`src/rtl/baud_pkg.sv`:
```
// baud_pkg: shared state type, divisor limits and helpers for the fractional baud-rate generator.
package baud_pkg;

    typedef enum logic [0:0] {
        IDLE = 1'b0,
        RUN  = 1'b1
    } state_t;

    localparam int DIV_MIN        = 2;
    localparam int DEF_DIV_INT_C  = 164;
    localparam int DEF_DIV_FRAC_C = 0;

    // Ceiling log2, used to size the oversample index from OS.
    function automatic int clog2(input int value);
        int result;
        result = 0;
        while ((32'sd1 <<< result) < value) begin
            result = result + 32'sd1;
        end
        return result;
    endfunction

endpackage

```
`src/rtl/baud_frac_acc.sv`:
```
// baud_frac_acc: fractional phase accumulator; carry stretches the next period by one cycle.
module baud_frac_acc
    import baud_pkg::*;
#(
    parameter int FRAC_W = 4
) (
    input  logic              clk,
    input  logic              rst,
    input  logic [FRAC_W-1:0] act_frac,
    input  logic              step,
    input  logic              clear,
    output logic              carry
);

    logic [FRAC_W-1:0] facc_r;
    logic [FRAC_W:0]   sum_s;

    // Sum of the running fraction and the fraction in force for the coming period.
    always_comb begin
        sum_s = {1'b0, facc_r} + {1'b0, act_frac};
    end

    assign carry = sum_s[FRAC_W];

    // Accumulator register: clear has priority so a restart always begins at phase zero.
    always_ff @(posedge clk or negedge rst) begin
        if (!rst) begin
            facc_r <= {FRAC_W{1'b0}};
        end else if (clear) begin
            facc_r <= {FRAC_W{1'b0}};
        end else if (step) begin
            facc_r <= sum_s[FRAC_W-1:0];
        end else begin
            facc_r <= facc_r;
        end
    end

endmodule

```
`src/rtl/baud_gen_frac.sv`:
```
// baud_gen_frac: programmable fractional baud-rate generator with oversample, mid-bit and end-of-bit ticks.
// Divisor writes land in a shadow pair and reach the active pair only at a period boundary or on enable.
module baud_gen_frac
    import baud_pkg::*;
#(
    parameter int DIV_W        = 16,
    parameter int FRAC_W       = 4,
    parameter int OS           = 16,
    parameter int DEF_DIV_INT  = DEF_DIV_INT_C,
    parameter int DEF_DIV_FRAC = DEF_DIV_FRAC_C
) (
    input  logic                 clk,
    input  logic                 rst,
    input  logic                 en,
    input  logic                 cfg_we,
    input  logic [DIV_W-1:0]     cfg_div_int,
    input  logic [FRAC_W-1:0]    cfg_div_frac,
    input  logic                 resync,
    output logic                 tick,
    output logic                 tick_mid,
    output logic                 tick_bit,
    output logic [clog2(OS)-1:0] os_idx,
    output logic                 cfg_err
);

    localparam int               IDX_W     = clog2(OS);
    localparam logic [IDX_W-1:0] IDX_MID   = IDX_W'(OS / 2);
    localparam logic [IDX_W-1:0] IDX_ZERO  = {IDX_W{1'b0}};
    localparam logic [DIV_W-1:0] DIV_MIN_V = DIV_W'(DIV_MIN);
    localparam logic [DIV_W-1:0] ONE_V     = DIV_W'(1);
    localparam logic [DIV_W-1:0] ZERO_V    = {DIV_W{1'b0}};

    state_t             state_r;
    state_t             state_s;
    logic [DIV_W-1:0]   sh_int_r;
    logic [FRAC_W-1:0]  sh_frac_r;
    logic [DIV_W-1:0]   act_int_r;
    logic [FRAC_W-1:0]  act_frac_r;
    logic [DIV_W-1:0]   cnt_r;
    logic [IDX_W-1:0]   os_idx_r;
    logic               tick_r;
    logic               tick_mid_r;
    logic               tick_bit_r;
    logic               cfg_err_r;

    logic               cfg_low_s;
    logic [DIV_W-1:0]   sh_int_s;
    logic [FRAC_W-1:0]  sh_frac_s;
    logic [DIV_W-1:0]   act_int_s;
    logic [FRAC_W-1:0]  act_frac_s;
    logic               start_s;
    logic               run_s;
    logic               resync_s;
    logic               boundary_s;
    logic               clear_s;
    logic               carry_s;
    logic [IDX_W-1:0]   os_next_s;

    // State register.
    always_ff @(posedge clk or negedge rst) begin
        if (!rst) begin
            state_r <= IDLE;
        end else begin
            state_r <= state_s;
        end
    end

    // Next-state logic: en alone decides between IDLE and RUN, so a falling en beats resync.
    always_comb begin
        state_s = state_r;
        case (state_r)
            IDLE: begin
                if (en) begin
                    state_s = RUN;
                end else begin
                    state_s = IDLE;
                end
            end
            RUN: begin
                if (!en) begin
                    state_s = IDLE;
                end else begin
                    state_s = RUN;
                end
            end
            default: state_s = IDLE;
        endcase
    end

    // Shadow-pair next value; too-small integer divisors are clamped to the minimum.
    always_comb begin
        cfg_low_s = (cfg_div_int < DIV_MIN_V);
        sh_int_s  = sh_int_r;
        sh_frac_s = sh_frac_r;
        if (cfg_we) begin
            sh_int_s  = cfg_low_s ? DIV_MIN_V : cfg_div_int;
            sh_frac_s = cfg_div_frac;
        end else begin
            sh_int_s  = sh_int_r;
            sh_frac_s = sh_frac_r;
        end
    end

    // Event decode for this cycle: start, restart, period boundary, plain counting.
    always_comb begin
        start_s    = 1'b0;
        run_s      = 1'b0;
        resync_s   = 1'b0;
        boundary_s = 1'b0;
        if (state_r == RUN) begin
            run_s      = en;
            resync_s   = en & resync;
            boundary_s = en & ~resync & (cnt_r == ZERO_V);
        end else begin
            start_s    = en;
        end
        clear_s   = ~run_s | resync_s;
        os_next_s = os_idx_r + IDX_W'(1);
    end

    // Active pair as it will be after this edge; a same-cycle write flows straight through.
    always_comb begin
        act_int_s  = act_int_r;
        act_frac_s = act_frac_r;
        if (start_s | boundary_s) begin
            act_int_s  = sh_int_s;
            act_frac_s = sh_frac_s;
        end else begin
            act_int_s  = act_int_r;
            act_frac_s = act_frac_r;
        end
    end

    baud_frac_acc #(
        .FRAC_W   (FRAC_W)
    ) u_frac_acc (
        .clk      (clk),
        .rst      (rst),
        .act_frac (act_frac_s),
        .step     (boundary_s),
        .clear    (clear_s),
        .carry    (carry_s)
    );

    // Shadow and active divisor registers plus the sticky configuration error.
    always_ff @(posedge clk or negedge rst) begin
        if (!rst) begin
            sh_int_r   <= DIV_W'(DEF_DIV_INT);
            sh_frac_r  <= FRAC_W'(DEF_DIV_FRAC);
            act_int_r  <= DIV_W'(DEF_DIV_INT);
            act_frac_r <= FRAC_W'(DEF_DIV_FRAC);
            cfg_err_r  <= 1'b0;
        end else begin
            sh_int_r   <= sh_int_s;
            sh_frac_r  <= sh_frac_s;
            act_int_r  <= act_int_s;
            act_frac_r <= act_frac_s;
            cfg_err_r  <= cfg_err_r | (cfg_we & cfg_low_s);
        end
    end

    // Period down-counter; a boundary reload adds the accumulator carry.
    always_ff @(posedge clk or negedge rst) begin
        if (!rst) begin
            cnt_r <= ZERO_V;
        end else if (start_s) begin
            cnt_r <= act_int_s - ONE_V;
        end else if (resync_s) begin
            cnt_r <= act_int_r - ONE_V;
        end else if (boundary_s) begin
            cnt_r <= act_int_s - ONE_V + DIV_W'(carry_s);
        end else if (run_s) begin
            cnt_r <= cnt_r - ONE_V;
        end else begin
            cnt_r <= ZERO_V;
        end
    end

    // Oversample index and registered tick strobes, all decoded from the same boundary.
    always_ff @(posedge clk or negedge rst) begin
        if (!rst) begin
            os_idx_r   <= IDX_ZERO;
            tick_r     <= 1'b0;
            tick_mid_r <= 1'b0;
            tick_bit_r <= 1'b0;
        end else begin
            tick_r     <= boundary_s;
            tick_mid_r <= boundary_s & (os_next_s == IDX_MID);
            tick_bit_r <= boundary_s & (os_next_s == IDX_ZERO);
            if (boundary_s) begin
                os_idx_r <= os_next_s;
            end else if (run_s & ~resync_s) begin
                os_idx_r <= os_idx_r;
            end else begin
                os_idx_r <= IDX_ZERO;
            end
        end
    end

    assign tick     = tick_r;
    assign tick_mid = tick_mid_r;
    assign tick_bit = tick_bit_r;
    assign os_idx   = os_idx_r;
    assign cfg_err  = cfg_err_r;

endmodule

```
`config.mk`:
```
export PLATFORM = sky130hd
export DESIGN_NAME = baud_gen_frac
export DESIGN_NICKNAME = d
export VERILOG_FILES = /design/src/rtl/baud_pkg.sv /design/src/rtl/baud_frac_acc.sv /design/src/rtl/baud_gen_frac.sv
export SDC_FILE = /design/constraint.sdc
export NUM_CORES = 1
export LEC_CHECK = 0
export ABC_AREA = 0
export CAP_MARGIN = 20
export CORE_MARGIN = 2
export CORE_UTILIZATION = 54
export CTS_CLUSTER_SIZE = 28
export DETAILED_ROUTE_END_ITERATION = 12
export PLACE_DENSITY_LB_ADDON = 0.2
export SLEW_MARGIN = 20
export SYNTH_ARGS = -nofsm -noshare
export SYNTH_HDL_FRONTEND = slang
export SYNTH_SLANG_ARGS = --single-unit
```
`constraint.sdc`:
```
create_clock -name clk -period 4.4 [get_ports clk]
set_input_delay 1.32 -clock clk [delete_from_list [all_inputs] [get_ports clk]]
set_output_delay 1.32 -clock clk [all_outputs]
set_load 0.05 [all_outputs]
```
==> results.tsv <==
metric	value	unit
power density cells	353	nW/um2
Area Overhead vs Synth	27.6	%
Syn Area/Cell	9.43	um2
CP Max Fanout	12	
Synth Cell Area	4730	um2
TritonCTS clock tree	done	
CTS clk-pin slew, worst paths	80	ps
launch point of the worst reg-to-reg path	cnt_r[12]	
routed wire length	12800	um
Hold Fails Final Rpt	0	
die area	9530	um2
Inserted Clock Buffers	9	
P_leak	2.66	nW
Final ANT Viol Nets	0	
H-tree levels	3	
type of origin of the critical path	primary input	
Remaining DRCs	0	
Hold Path Class	reg -> reg	
Final Net Count	646	
share of layout cells above drive strength 1	28.9	%
DP Area	5640	um2
wire per inst	17.8	um
commonest non-fill, non-tap cells in the layout	buf_4 (81), dfrtp_1 (63), nor2_1 (37)	
Worst Tran Pin Value	798	ps
# Max-Cap Violations	0	
HP Start	sh_frac_r[1]	
crit path kind	in -> reg	
Initial Utilization	55.1	%
Worst EP arrival	4540	ps
Switch Pwr	0.732	mW
GPL Wtd Cong	0.959	
maximum VDD drop	0.225	mV
Chip Height	97.6	um
Final min period	4250	ps
Rows	34	
final core occ	70.2	%
post-synthesis cell count	502	
register area share after synthesis	36.6	%
dpl hpwl	9540	um
EDFF count, synth	0	
initial antenna violation count	0	
Crit. Startpoint	cfg_we	
Post-Layout Inst Area	6040	um2
yosys warns	0	
IO buf count	32	
DR iter-0 viols	232	
Worst slew margin	46.8	%
IO Pins	33	
Clock power frac	28.4	%
Max Freq	235	MHz
Core Footprint	8590	um2
CP required	4690	ps
wire length of the first global-routing pass	21700	um
status	finished clean	
commonest non-fill, non-tap cell in the layout	buf_4	
Primary FF master, synth	dfrtp_1	
Distinct cells, synth	76	
final clock skew	19.1	ps
Overflow after GRT	0	
Total Routing Usage GR	28.6	%
via count of the routed design	4231	
Worst-Skew Late Latency	370	ps
Via density	5.87	
Switching Fraction	34.3	%
CTS Hold Buffers Added	0	
Int Pwr	1.40	mW
Seq cells post-synth	69	
Final Setup Violations	0	
largest net degree at the start of global routing	37	
Seq pwr share	38.1	%
Synth Net Count	540	
Crit. End Element	flip-flop	
1st-pass router iterations	4	
die width	97.6	um
clock buffer depth	2	
Final Cycle Share	96.7	%
Slew Viols, Final	0	
clk sinks	69	
clock root cell	clkbuf_8	
Inserted Diodes	0	
vias in the first global route	4458	
RSZ-0062 raised after global routing	false	
Comb pwr share	33.5	%
FFs w/ async S/R, synth	100	%
-- critical path: stages --
cell and delay, ps:
clkdlybuf4s50_1 520, buf_6 170, mux2_2 360, mux2_2 290, ha_1 300, nor2b_1 180, o21ai_1 80, nand2b_1 110
ha_4 180, ha_4 150, o31ai_4 80, nand4b_1 260, or3_1 440, nand3_1 110
-- timing repair --
action | 4_1_cts | 5_1_grt
resized for setup | 23 | 32
endpoints found under the setup margin | 5 | 5
cloned | 1 | 0
buffers inserted | 6 | 3
pin swaps | 11 | 13
-- worst paths after layout --
kind                                end  slack [ps]  cells past startpoint
max in group asynchronous     cnt_r[10]        2370                      2
min                        sh_frac_r[1]         510                      1
max reg2reg                   cnt_r[12]         250                     15
min reg2reg                sh_frac_r[1]         510                      1
min in group asynchronous       cfg_err        1030                      1
max                           cnt_r[12]         150                     14
-- stage by stage --
step / instances / worst slack [ps] / setup TNS [ps] / total power [mW] / hold WS, ps
2_1_floorplan: 502 / -339 / -1080 / 1.27 / 464
3_3_place_gp: 695 / -499 / -4060 / 1.49 / 438
3_5_place_dp: 695 / -598 / -4990 / 1.50 / 453
4_1_cts: 718 / 17.9 / 0 / 2.12 / 480
5_1_grt: 721 / 10.4 / 0 / 2.24 / 517
6_report: 721 / 147 / 0 / 2.13 / 505
-- state kept, by name (all words and copies together), names as in the netlist --
register / count
act_int_r: 16
sh_int_r: 16
cfg_err: 1
state_r: 1
u_frac_acc.facc_r: 4
cnt_r: 16
tick: 1
tick_mid: 1
sh_frac_r: 4
tick_bit: 1
act_frac_r: 4
os_idx: 4
-- power groups by stage --
stage | Combinational [mW] | Clock [mW] | Sequential (mW)
2_1_floorplan | 0.480 | 0 | 0.787
3_3_place_gp | 0.667 | 0 | 0.819
3_5_place_dp | 0.684 | 0 | 0.821
4_1_cts | 0.700 | 0.606 | 0.811
5_1_grt | 0.787 | 0.635 | 0.822
6_report | 0.714 | 0.606 | 0.814
-- final cells by class --
class / instances / area, um2
Multi-Input combinational cell: 384 / 2860
Timing Repair Buffer: 118 / 982
Fill cell: 654 / 2560
Sequential cell: 69 / 1730
Clock buffer: 10 / 138
Inverter: 26 / 97.6
Clock inverter: 6 / 86.3
Tap cell: 108 / 135
-- logic make-up after synthesis --
| kind of cell | after synthesis | share of synthesized area, % |
|---|---|---|
| AOI/OAI and AO/OA | 94 | 13.9 |
| xor gates and xnor gates | 44 | 8.14 |
| adders and majority gates | 13 | 3.60 |
| buffers and inverters | 49 | 6.53 |
| DFF | 69 | 36.6 |
| muxes | 44 | 9.89 |
| and+or+nand+nor | 189 | 21.3 |
-- per-layer routing --
layer  vias up  GRT usage [%]  share of wire [%]
met5         -              0                  0
met4         0           12.1                3.3
met3        31           4.24                4.4
met2       114           47.6                 49
met1      2064           37.1                 43
li1       2022              -                  -
-- cells in the mapped netlist, types with 6 or more instances --
library cell | instances | area share (%)
nand2_1 | 35 | 2.8
o21ai_0 | 27 | 2.9
nand2b_1 | 6 | 0.79
mux2i_1 | 22 | 4.7
ha_1 | 12 | 3.2
nor4_1 | 6 | 0.79
or3_1 | 6 | 0.79
dfstp_2 | 6 | 3.3
nor3_1 | 28 | 3.0
mux2_2 | 22 | 5.2
o22ai_1 | 7 | 0.93
inv_1 | 26 | 2.1
dfrtp_1 | 63 | 33
xnor2_1 | 26 | 4.8
nor2_1 | 38 | 3.0
nand3_1 | 22 | 2.3
a21oi_1 | 19 | 2.0
clkbuf_1 | 11 | 0.87
xor2_1 | 18 | 3.3
No activity file was read; power rests on OpenSTA's default activity.
